===== src/rtl/conv_seq_if.sv =====
// Handshake bundle between conv_seq and its neighbours: layer start,
// weight store request, datapath issue/enable and the tagged result stream.
interface conv_seq_if;
  logic        start;
  logic        busy;
  logic        done;
  logic        wt_req;
  logic        wt_ack;
  logic [3:0]  wt_chan;
  logic [3:0]  win_row;
  logic [3:0]  win_col;
  logic        issue;
  logic        pipe_en;
  logic        out_valid;
  logic        out_ready;
  logic [3:0]  out_row;
  logic [3:0]  out_col;
  logic [3:0]  out_chan;
  logic [15:0] stall_cnt;

  modport master (
    input  start, wt_ack, out_ready,
    output busy, done, wt_req, wt_chan, win_row, win_col, issue, pipe_en,
           out_valid, out_row, out_col, out_chan, stall_cnt
  );

  modport slave (
    output start, wt_ack, out_ready,
    input  busy, done, wt_req, wt_chan, win_row, win_col, issue, pipe_en,
           out_valid, out_row, out_col, out_chan, stall_cnt
  );
endinterface


===== src/rtl/conv_seq.sv =====
// 3x3 conv window/channel sequencer with a LAT-deep coordinate tag pipeline.
// Optional backpressure stall counter under CONV_SEQ_PERF_EN.
module conv_seq #(
  parameter int unsigned OUT_H = 14,
  parameter int unsigned OUT_W = 13,
  parameter int unsigned CHAN  = 10,
  parameter int unsigned LAT   = 2
) (
  input  logic          clk,
  input  logic          rst_n,
  conv_seq_if.master    bus
);

  localparam int unsigned CW  = 4;
  localparam int unsigned TGW = 3 * CW;
  localparam int unsigned TW  = LAT * TGW;
  localparam logic [CW-1:0]  LAST_ROW  = CW'(OUT_H - 1);
  localparam logic [CW-1:0]  LAST_COL  = CW'(OUT_W - 1);
  localparam logic [CW-1:0]  LAST_CHAN = CW'(CHAN - 1);
  // Valid bits of every stage except the output stage.
  localparam logic [LAT-1:0] UP_MASK   = LAT'((1 << (LAT - 1)) - 1);

  typedef enum logic [2:0] {IDLE, WLOAD, RUN, DRAIN, DONE} state_t;

  state_t          state_q, state_d;
  logic [CW-1:0]   chan_q, chan_d;
  logic [CW-1:0]   row_q, row_d;
  logic [CW-1:0]   col_q, col_d;
  logic [LAT-1:0]  valid_q, valid_d;
  logic [TW-1:0]   tag_q, tag_d;
  logic            pipe_en_c;
  logic            issue_c;
  logic            out_valid_c;
  logic            upstream_c;

  assign out_valid_c = valid_q[LAT-1];
  assign upstream_c  = |(valid_q & UP_MASK);

  // Next-state, counters and datapath enable.
  always_comb begin
    state_d   = state_q;
    chan_d    = chan_q;
    row_d     = row_q;
    col_d     = col_q;
    pipe_en_c = 1'b0;
    issue_c   = 1'b0;
    case (state_q)
      IDLE: begin
        if (bus.start) begin
          state_d = WLOAD;
          chan_d  = '0;
        end
      end
      WLOAD: begin
        if (bus.wt_ack) begin
          state_d = RUN;
          row_d   = '0;
          col_d   = '0;
        end
      end
      RUN: begin
        pipe_en_c = ~(out_valid_c & ~bus.out_ready);
        issue_c   = pipe_en_c;
        if (issue_c) begin
          if (col_q == LAST_COL) begin
            col_d = '0;
            if (row_q == LAST_ROW) begin
              row_d   = '0;
              state_d = DRAIN;
            end else begin
              row_d = row_q + CW'(1);
            end
          end else begin
            col_d = col_q + CW'(1);
          end
        end
      end
      DRAIN: begin
        pipe_en_c = ~(out_valid_c & ~bus.out_ready);
        // Pipeline empties on this edge: output stage drains, nothing behind it.
        if (pipe_en_c && !upstream_c) begin
          if (chan_q == LAST_CHAN) begin
            state_d = DONE;
          end else begin
            chan_d  = chan_q + CW'(1);
            state_d = WLOAD;
          end
        end
      end
      DONE:    state_d = IDLE;
      default: state_d = IDLE;
    endcase
  end

  // Tag pipeline advances only with the datapath enable.
  always_comb begin
    valid_d = valid_q;
    tag_d   = tag_q;
    if (pipe_en_c) begin
      valid_d = (valid_q << 1) | LAT'(issue_c);
      tag_d   = (tag_q << TGW) | TW'({row_q, col_q, chan_q});
    end
  end

  always_ff @(posedge clk) begin
    if (!rst_n) begin
      state_q <= IDLE;
      chan_q  <= '0;
      row_q   <= '0;
      col_q   <= '0;
      valid_q <= '0;
      tag_q   <= '0;
    end else begin
      state_q <= state_d;
      chan_q  <= chan_d;
      row_q   <= row_d;
      col_q   <= col_d;
      valid_q <= valid_d;
      tag_q   <= tag_d;
    end
  end

  assign bus.busy      = (state_q != IDLE);
  assign bus.done      = (state_q == DONE);
  assign bus.wt_req    = (state_q == WLOAD);
  assign bus.wt_chan   = chan_q;
  assign bus.win_row   = row_q;
  assign bus.win_col   = col_q;
  assign bus.issue     = issue_c;
  assign bus.pipe_en   = pipe_en_c;
  assign bus.out_valid = out_valid_c;
  assign bus.out_row   = tag_q[TW-1 -: CW];
  assign bus.out_col   = tag_q[TW-1-CW -: CW];
  assign bus.out_chan  = tag_q[TW-1-2*CW -: CW];

`ifdef CONV_SEQ_PERF_EN
  logic [15:0] stall_q, stall_d;

  // Saturating count of RUN/DRAIN cycles frozen by backpressure.
  always_comb begin
    stall_d = stall_q;
    if (state_q == IDLE && bus.start) begin
      stall_d = '0;
    end else if ((state_q == RUN || state_q == DRAIN) && !pipe_en_c &&
                 stall_q != 16'hFFFF) begin
      stall_d = stall_q + 16'd1;
    end
  end

  always_ff @(posedge clk) begin
    if (!rst_n) stall_q <= '0;
    else        stall_q <= stall_d;
  end

  assign bus.stall_cnt = stall_q;
`else
  assign bus.stall_cnt = 16'd0;
`endif

endmodule


===== src/flat_wrapper.sv =====
// flat-port wrapper written by rule: the top's interface ports become plain ports
module conv_seq_flat 
#(
  parameter int unsigned OUT_H = 14,
  parameter int unsigned OUT_W = 13,
  parameter int unsigned CHAN  = 10,
  parameter int unsigned LAT   = 2
)
  (clk, rst_n, bus_start, bus_wt_ack, bus_out_ready, bus_busy, bus_done, bus_wt_req, bus_wt_chan, bus_win_row, bus_win_col, bus_issue, bus_pipe_en, bus_out_valid, bus_out_row, bus_out_col, bus_out_chan, bus_stall_cnt);
  conv_seq_if bus_i ();
  input  logic clk;
  input  logic rst_n;
  input wire logic [$bits(bus_i.start)-1:0] bus_start;
  input wire logic [$bits(bus_i.wt_ack)-1:0] bus_wt_ack;
  input wire logic [$bits(bus_i.out_ready)-1:0] bus_out_ready;
  output wire logic [$bits(bus_i.busy)-1:0] bus_busy;
  output wire logic [$bits(bus_i.done)-1:0] bus_done;
  output wire logic [$bits(bus_i.wt_req)-1:0] bus_wt_req;
  output wire logic [$bits(bus_i.wt_chan)-1:0] bus_wt_chan;
  output wire logic [$bits(bus_i.win_row)-1:0] bus_win_row;
  output wire logic [$bits(bus_i.win_col)-1:0] bus_win_col;
  output wire logic [$bits(bus_i.issue)-1:0] bus_issue;
  output wire logic [$bits(bus_i.pipe_en)-1:0] bus_pipe_en;
  output wire logic [$bits(bus_i.out_valid)-1:0] bus_out_valid;
  output wire logic [$bits(bus_i.out_row)-1:0] bus_out_row;
  output wire logic [$bits(bus_i.out_col)-1:0] bus_out_col;
  output wire logic [$bits(bus_i.out_chan)-1:0] bus_out_chan;
  output wire logic [$bits(bus_i.stall_cnt)-1:0] bus_stall_cnt;
  assign bus_i.start = bus_start;
  assign bus_i.wt_ack = bus_wt_ack;
  assign bus_i.out_ready = bus_out_ready;
  assign bus_busy = bus_i.busy;
  assign bus_done = bus_i.done;
  assign bus_wt_req = bus_i.wt_req;
  assign bus_wt_chan = bus_i.wt_chan;
  assign bus_win_row = bus_i.win_row;
  assign bus_win_col = bus_i.win_col;
  assign bus_issue = bus_i.issue;
  assign bus_pipe_en = bus_i.pipe_en;
  assign bus_out_valid = bus_i.out_valid;
  assign bus_out_row = bus_i.out_row;
  assign bus_out_col = bus_i.out_col;
  assign bus_out_chan = bus_i.out_chan;
  assign bus_stall_cnt = bus_i.stall_cnt;
  conv_seq #(.OUT_H(OUT_H), .OUT_W(OUT_W), .CHAN(CHAN), .LAT(LAT)) u_core (.clk(clk), .rst_n(rst_n), .bus(bus_i));
endmodule

===== config.mk =====
export PLATFORM = sky130hd
export DESIGN_NAME = conv_seq_flat
export DESIGN_NICKNAME = d
export VERILOG_FILES = /design/src/rtl/conv_seq_if.sv /design/src/rtl/conv_seq.sv /design/src/flat_wrapper.sv
export SDC_FILE = /design/constraint.sdc
export NUM_CORES = 1
export LEC_CHECK = 0
export BUFFER_PORTS_ARGS = -buffer_cell sky130_fd_sc_hd__buf_2
export CAP_MARGIN = 20
export CORE_MARGIN = 5
export CORE_UTILIZATION = 45
export DETAILED_ROUTE_END_ITERATION = 10
export PLACE_DENSITY = 0.75
export SYNTH_ARGS = -nofsm -noshare
export SYNTH_HDL_FRONTEND = slang
export SYNTH_SLANG_ARGS = --single-unit
export TNS_END_PERCENT = 10

===== constraint.sdc =====
create_clock -name clk -period 4 [get_ports clk]
set_clock_uncertainty 0.2 [all_clocks]
set_input_delay 0.2 -clock clk [delete_from_list [all_inputs] [get_ports clk]]
set_output_delay 0.2 -clock clk [all_outputs]
set_load 0.005 [all_outputs]

# [Word-level counts from Yosys, hierarchy flattened]
# Cells that the tools add are included.
[word_totals] wordCells=61 out_inout_bits=46 reg_bits=41 inputBits=5
[op_classes] n_bitwise=5 reduce_logical=11 addsub=3 n_eq_ne=14 muxes=22
[ops] operator="two-way mux 4 bit" count=9
[ops] operator="bitwise OR 24 x 12 -> 24 bit" count=1
[ops] operator="one-hot mux 4 bit (2 select lines)" count=3
[ops] operator="two-way mux 3 bit" count=7
[ops] operator="adder 4 x 1 -> 4 bit (second input constant)" count=3
[ops] operator="equality test 4 bit (second input constant)" count=3
[ops] operator="one-hot mux 3 bit (4 select lines)" count=1
[ops] operator="inequality test 2 bit (second input constant)" count=4
[ops] operator="AND reduction 4 bit" count=2
[ops] operator="equality test 3 x 2 -> 1 bit (second input constant)" count=2
[ops] operator="inequality test 2 x 1 -> 1 bit (second input constant)" count=3
[ops] operator="AND reduction 6 bit" count=1
[ops] operator="nonzero test 2 bit" count=2
[ops] operator="equality test 3 x 1 -> 1 bit (second input constant)" count=1
[ops] operator="equality test 3 bit (second input constant)" count=1
[ops] operator="zero test 3 bit" count=1
[ops] operator="AND reduction 3 bit" count=1
[ops] operator="nonzero test 3 bit" count=1
[ops] operator="two-way mux 1 bit" count=2
[ops] operator="inverter 1 bit" count=2
[ops] operator="bitwise OR 2 x 1 -> 2 bit" count=1
[ops] operator="OR reduction 2 bit" count=1
[ops] operator="bitwise AND 1 bit" count=1
[ops] operator="logical AND 1 bit" count=1
[ops] operator="zero test 1 bit" count=1

# [Depth between registers and ports, before layout]
# Gate-level depths: netlist of run 1.
[depth] ltp_word=6 ltp_mapped=8

# [Worst setup path before layout of run 1]
# OpenSTA, ideal clock, no wires.
[synth_timing] kind="register to register" startpoint="register u_core.state_q[2]" endpoint="register u_core.row_q[3] (netlist: u_core.bus.win_row[3])" stages_incl_launch_ff=7 synth_period_minus_slack_ps=2014 setup_ps=96 arrival_ps=1718 n_path_buf=2 required_ps=3704 path_slack_ps=1986 path_cell_list="dfxtp_1 buf_6 or3b_1 buf_6 nor2_1 or4b_4 o41ai_2"
[synth_via] elab_chain_cells=3 elab_cells_between_ends=8 classes_between="5 x eq/ne; 1 x mux; 2 x reduce/logical"
[synth_lines] item="from (decl)" line_no="conv_seq.sv:25" source="state_t state_q, state_d;"
[synth_lines] item="from (signal assigned)" line_no="conv_seq.sv:114" source="state_q <= state_d;"
[synth_lines] item="equality test 3 x 2 -> 1 bit or equality test 3 x 1 -> 1 bit (tied branches)" line_no="conv_seq.sv:47" source="case (state_q)"
[synth_lines] item="inequality test 2 x 1 -> 1 bit (no line) (tied with other cells)"
[synth_lines] item="AND reduction 4 bit (no line)"
[synth_lines] item="to (signal assigned)" line_no="conv_seq.sv:116" source="row_q <= row_d;"
[synth_lines] item="to (decl)" line_no="conv_seq.sv:27" source="logic [CW-1:0] row_q, row_d;"
# Parallel ways exist; a longest one is shown, timed or not.
# A chain may end at the register's enable or synchronous reset.

# [Final worst setup path of run 1]
# Same ends and word-level chain as after synthesis.

==> impl_metrics.json, run 1 <==
{
  "syn-cell-area_mm2": 0.00206,
  "dr.pass1.iters": 4,
  "cts.repair.resized": 0,
  "cts_tree": "built",
  "cts_root_buf": "clkbuf_8",
  "clk_pin_slew_ns": 0.08,
  "ir_drop_mv": 0.158,
  "area_delta_synth_final_pct": 7.16,
  "startpoint_type": "register",
  "fin_nets": 283,
  "antenna_left": 0,
  "p_leak_nw": 0.897,
  "die_y_um": 77.7,
  "timing.fmax_ghz": 0.428,
  "grt_usage": 0.137,
  "gp_congestion": 0.807,
  "crit_type": "reg2reg",
  "avgSynthCellArea_um2": 8.06,
  "drive_gt1_frac": 0.176,
  "cts_max_level": 2,
  "hold_path_class": "in2reg",
  "cts.sinks": 41,
  "grt_pass1_vias": 1504,
  "grt_max_degree": 36,
  "synthCells": 256,
  "finalMaxSlewViolations": 0,
  "powerDensity_mw_per_mm2": 440,
  "end_kind": "register",
  "cp_data_arrival_time_ns": 2.34,
  "place_inst": 317,
  "startpoint": "u_core.state_q[2]",
  "synth_edf_count": 0,
  "mostFrequentLayoutCells": "nand2_1 (53), dfxtp_1 (41), buf_2 (34), a21oi_1 (31), conb_1 (16)",
  "relSlewSlack": 0.603,
  "clock_path_buffers": 2,
  "synth-async-reset-ratio": 0,
  "cts_post_setup_buffers_inserted": 0,
  "num_antenna_cells": 0,
  "ctsHoldBuffers": 0,
  "hold_viol": 0,
  "drt-initial-drc-count": 91,
  "ys_types": 41,
  "ys_ff_latch": 41,
  "grt_overflow": 0,
  "rr_worst_depth": 4,
  "yosysWarnings": 0,
  "dr_total_vias": 1644,
  "rsz0062_at_grt": "no",
  "tns_ns": 0,
  "drt-total-wl_mm": 4.07,
  "core_area_mm2": 0.00441,
  "viasPerCell": 5.06,
  "dp_hpwl_mm": 2.83,
  "numCtsBuffers": 5,
  "status": "finished clean",
  "min_delay_path_depth": 4,
  "r2r_start": "u_core.state_q[2]",
  "die_area_mm2": 0.00604,
  "drc_errors": 0,
  "grt_pass1_wl_mm": 6.87,
  "clk_latency_ns": 0.29,
  "cap_violations": 0,
  "initial_core_util": 0.467,
  "period_minus_slack_ns": 2.33,
  "min_from": "bus_out_ready",
  "die_w_um": 77.7,
  "fin_cells": 325,
  "critPathRequiredTime_ns": 4.00,
  "min_period_over_period": 0.584,
  "io_buffers": 34,
  "r2r_slack_ns": 1.67,
  "boundaryPins": 51,
  "worstPathMaxFanout": 18,
  "setup_viol": 0,
  "avgRoutedWirePerCell_um": 12.5,
  "mostFrequentLayoutCell": "nand2_1",
  "tightest_slew_ns": 0.594,
  "antenna_found_initial": 0,
  "ys_seq_area_frac": 0.398,
  "ys.flop_type": "dfxtp_1",
  "row_count": 24
}
-- worst max-delay path, cell delays in order, from the launching register on --
cell and delay, ns:
dfxtp_1 0.65, or3b_1 0.34, nor2_1 0.21, or4b_4 0.58
o41ai_2 0.27
-- flip-flops by register name, summed over array words and instances, names as in the netlist --
name and count:
u_core.tag_q 24, u_core.bus.win_row 4, u_core.bus.wt_chan 4, u_core.bus.win_col 4, u_core.valid_q 2, u_core.state_q 3
-- synth_stat cells (all sizes together), types with 2 or more instances --
cell type | number | area share
nand2 | 53 | 0.096
dfxtp | 41 | 0.40
buf | 33 | 0.12
a21oi | 31 | 0.075
clkbuf | 9 | 0.016
nor2 | 9 | 0.016
inv | 7 | 0.013
ha | 6 | 0.036
nor3 | 5 | 0.012
o21ai | 5 | 0.012
o31ai | 5 | 0.018
nand3b | 4 | 0.015
nor2b | 4 | 0.012
and2 | 3 | 0.0091
nand2b | 3 | 0.0091
nand3 | 3 | 0.0073
nand4 | 3 | 0.0091
nor3b | 3 | 0.011
o22ai | 3 | 0.0091
o311ai | 3 | 0.013
a22oi | 2 | 0.0073
and3 | 2 | 0.0061
mux2i | 2 | 0.0097
nand4b | 2 | 0.0085
nor4 | 2 | 0.0061
o21a | 2 | 0.0073
o41ai | 2 | 0.012
or3b | 2 | 0.0085
-- through the flow --
stage / instance area (µm²) / worst slack, ns / hold WS [ns] / total power [mW] / util
floorplan: 2120 / 1.99 / 0.190 / 0.602 / -
global placement: 2090 / 1.77 / 0.238 / 0.631 / 0.474
detailed placement: 2090 / 1.71 / 0.245 / 0.636 / 0.474
CTS: 2210 / 1.68 / 0.0535 / 0.981 / 0.501
global route: 2210 / 1.48 / 0.0951 / 1.03 / 0.501
finish: 2210 / 1.67 / 0.0530 / 0.973 / 0.501
-- logic make-up after synthesis --
logic type      count (synthesis)  synth area share
simple gates                  101             0.243
compound gates                 55             0.162
buf+inv                        50             0.150
flops                          41             0.398
fa+ha+maj                       6            0.0364
mux                             2           0.00970
other cells                     1           0.00182
-- layer usage --
metal	GRT usage	vias up	wire, µm
li1	-	862	-
met1	0.175	737	1900
met2	0.215	40	1850
met3	0.0428	5	255
met4	0.0515	0	61
met5	0	-	0
-- final cells by class --
type / count / area (µm²)
well taps: 52 / 65.1
inverters: 8 / 30.0
clock buffers: 6 / 82.6
clock inverters: 2 / 37.5
fillers: 459 / 2200
flip-flops and latches: 41 / 821
multi-input cells: 180 / 990
repair buffers: 36 / 185
-- worst paths after layout --
path                                              end
worst max register to register  u_core.bus.win_row[3]
worst max-delay path            u_core.bus.win_row[3]
worst min register to register       u_core.tag_q[19]
worst min-delay path                u_core.valid_q[1]
-- power by group --
| group | leakage (nW) | internal (mW) | switching, mW |
|---|---|---|---|
| sequential | 0.331 | 0.420 | 0.0257 |
| combinational | 0.509 | 0.0654 | 0.118 |
| clock | 0.0574 | 0.203 | 0.141 |
| total | 0.897 | 0.688 | 0.285 |
Power figures use the tool's default switching activity.
==> run 2, diff against run 1 <==
- clock period: 4 -> 2.42 ns (I/O delays scaled with it)
==> run 2 against run 1 <==
Against the previous run: sequential share of layout area is 0.31 points lower; clock-buffer cell count is 1 lower; worst hold slack better by 0.061 ns; global-route usage is 0.44 points lower; routed wire length is 1.7% higher.
==> impl_metrics.json, run 2 (synthesis gave the netlist of run 1 again) <==
{
  "initial_core_util": 0.467,
  "die_y_um": 77.7,
  "grt_overflow": 0,
  "dr.pass1.iters": 4,
  "cts.sinks": 41,
  "p_leak_nw": 0.913,
  "startpoint_type": "register",
  "setup_viol": 0,
  "fin_util": 0.505,
  "die_area_mm2": 0.00604,
  "cp_data_arrival_time_ns": 2.16,
  "min_period_over_period": 0.896,
  "hold_path_class": "in2reg",
  "place_area_mm2": 0.00211,
  "holdPathEnd": "u_core.state_q[1]",
  "clock_path_buffers": 2,
  "fin_cells": 328,
  "timing.fmax_ghz": 0.461,
  "place_inst": 319,
  "drt-initial-drc-count": 118,
  "num_antenna_cells": 0,
  "timing.rr.end": "u_core.bus.win_row[3]",
  "mostFrequentLayoutCells": "nand2_1 (53), dfxtp_1 (41), buf_2 (34), a21oi_1 (31), conb_1 (16)",
  "avgRoutedWirePerCell_um": 12.6,
  "dp_hpwl_mm": 2.90,
  "tns_ns": 0,
  "core_area_mm2": 0.00441,
  "tightest_slew_ns": 0.530,
  "row_count": 24,
  "hold_viol": 0,
  "drt-total-wl_mm": 4.14,
  "cts_tree": "built",
  "fin_nets": 287,
  "ir_drop_mv": 0.450,
  "setup_ws_ns": 0.252,
  "r2r_start": "u_core.state_q[1]",
  "antenna_found_initial": 0,
  "rr_worst_depth": 4,
  "grt_pass1_wl_mm": 6.74,
  "worstPathMaxFanout": 11,
  "grt_pass1_vias": 1379,
  "dr_total_vias": 1652,
  "min_delay_path_depth": 5,
  "grt_usage": 0.133,
  "crit_type": "reg2reg",
  "io_buffers": 34,
  "hold-worst-slack_ns": 0.114,
  "top_register": "u_core.tag_q",
  "largest_reg_flops": 24,
  "status": "finished clean",
  "final_area_mm2": 0.00223,
  "end_kind": "register",
  "total_power_mw": 1.58,
  "critPathRequiredTime_ns": 2.41,
  "cts_root_buf": "clkbuf_8",
  "r2r_slack_ns": 0.25,
  "mostFrequentLayoutCell": "nand2_1",
  "clk_latency_ns": 0.29,
  "powerDensity_mw_per_mm2": 707,
  "rsz0062_at_grt": "no",
  "cts_max_level": 2,
  "cap_violations": 0,
  "drive_gt1_frac": 0.178,
  "pre_cts_ws_ns": 0.289,
  "period_minus_slack_ns": 2.17,
  "relSlewSlack": 0.643,
  "viasPerCell": 5.04,
  "finalMaxSlewViolations": 0,
  "cts_post_setup_buffers_inserted": 0,
  "gp_congestion": 0.872,
  "die_w_um": 77.7,
  "clk_pin_slew_ns": 0.08,
  "boundaryPins": 51,
  "area_delta_synth_final_pct": 8.07,
  "drc_errors": 0,
  "numCtsBuffers": 5,
  "grt_max_degree": 29,
  "min_from": "bus_wt_ack",
  "antenna_left": 0
}
[run 2: cell count changes in the layout (fill, tap and decap cells not counted), sizes merged]
| cell | previous run | this run |
|---|---|---|
| clkinv | 1 | 2 |
| dlygate4sd3 | 0 | 2 |
| clkbuf | 6 | 5 |
| clkinvlp | 1 | 0 |
| buf | 36 | 38 |
[run 2: final cells by class]
cell class,count,area (µm²)
clock inverters,2,35.0
repair buffers,40,220
inverters,8,30.0
flip-flops and latches,41,821
fillers,440,2180
well taps,52,65.1
multi-input cells,180,990
clock buffers,5,68.8
[run 2: where the power goes]
group          internal [mW]  leakage [nW]  total [mW]  switching, mW
Sequential             0.694         0.331       0.737         0.0428
Combinational          0.114         0.529       0.313          0.199
Clock                  0.300        0.0540       0.527          0.227
Total                   1.11         0.913        1.58          0.469
[run 2: worst max-delay path by stage]
stage                     slack, ns                     to               from  depth (start not counted)
after CTS                      0.27  u_core.bus.win_row[3]  u_core.state_q[1]                          4
after global placement         0.32  u_core.bus.win_row[3]  u_core.state_q[1]                          4
final                          0.25  u_core.bus.win_row[3]  u_core.state_q[1]                          4
after floorplan                0.41  u_core.bus.win_row[3]  u_core.state_q[2]                          6
after global routing           0.15  u_core.bus.win_row[3]  u_core.state_q[1]                          4
after detailed placement       0.29  u_core.bus.win_row[3]  u_core.state_q[1]                          4
[run 2: repair_timing]
action,in CTS,in global routing
hold buffers,2,0
endpoints found under the hold margin,2,0
resized for setup,0,0
[run 2: critical path, stage by stage (launching register included)]
cell	delay [ns]
dfxtp_1	0.49
or3b_1	0.51
nor2_1	0.12
or4b_4	0.48
o41ai_2	0.27
[run 2: routing by layer]
layer  track usage  wire length (µm)  share of wire
met5             0                 0              0
met4        0.0326                19         0.0046
met3        0.0359               257          0.062
met2         0.189              1920           0.46
met1         0.196              1940           0.47
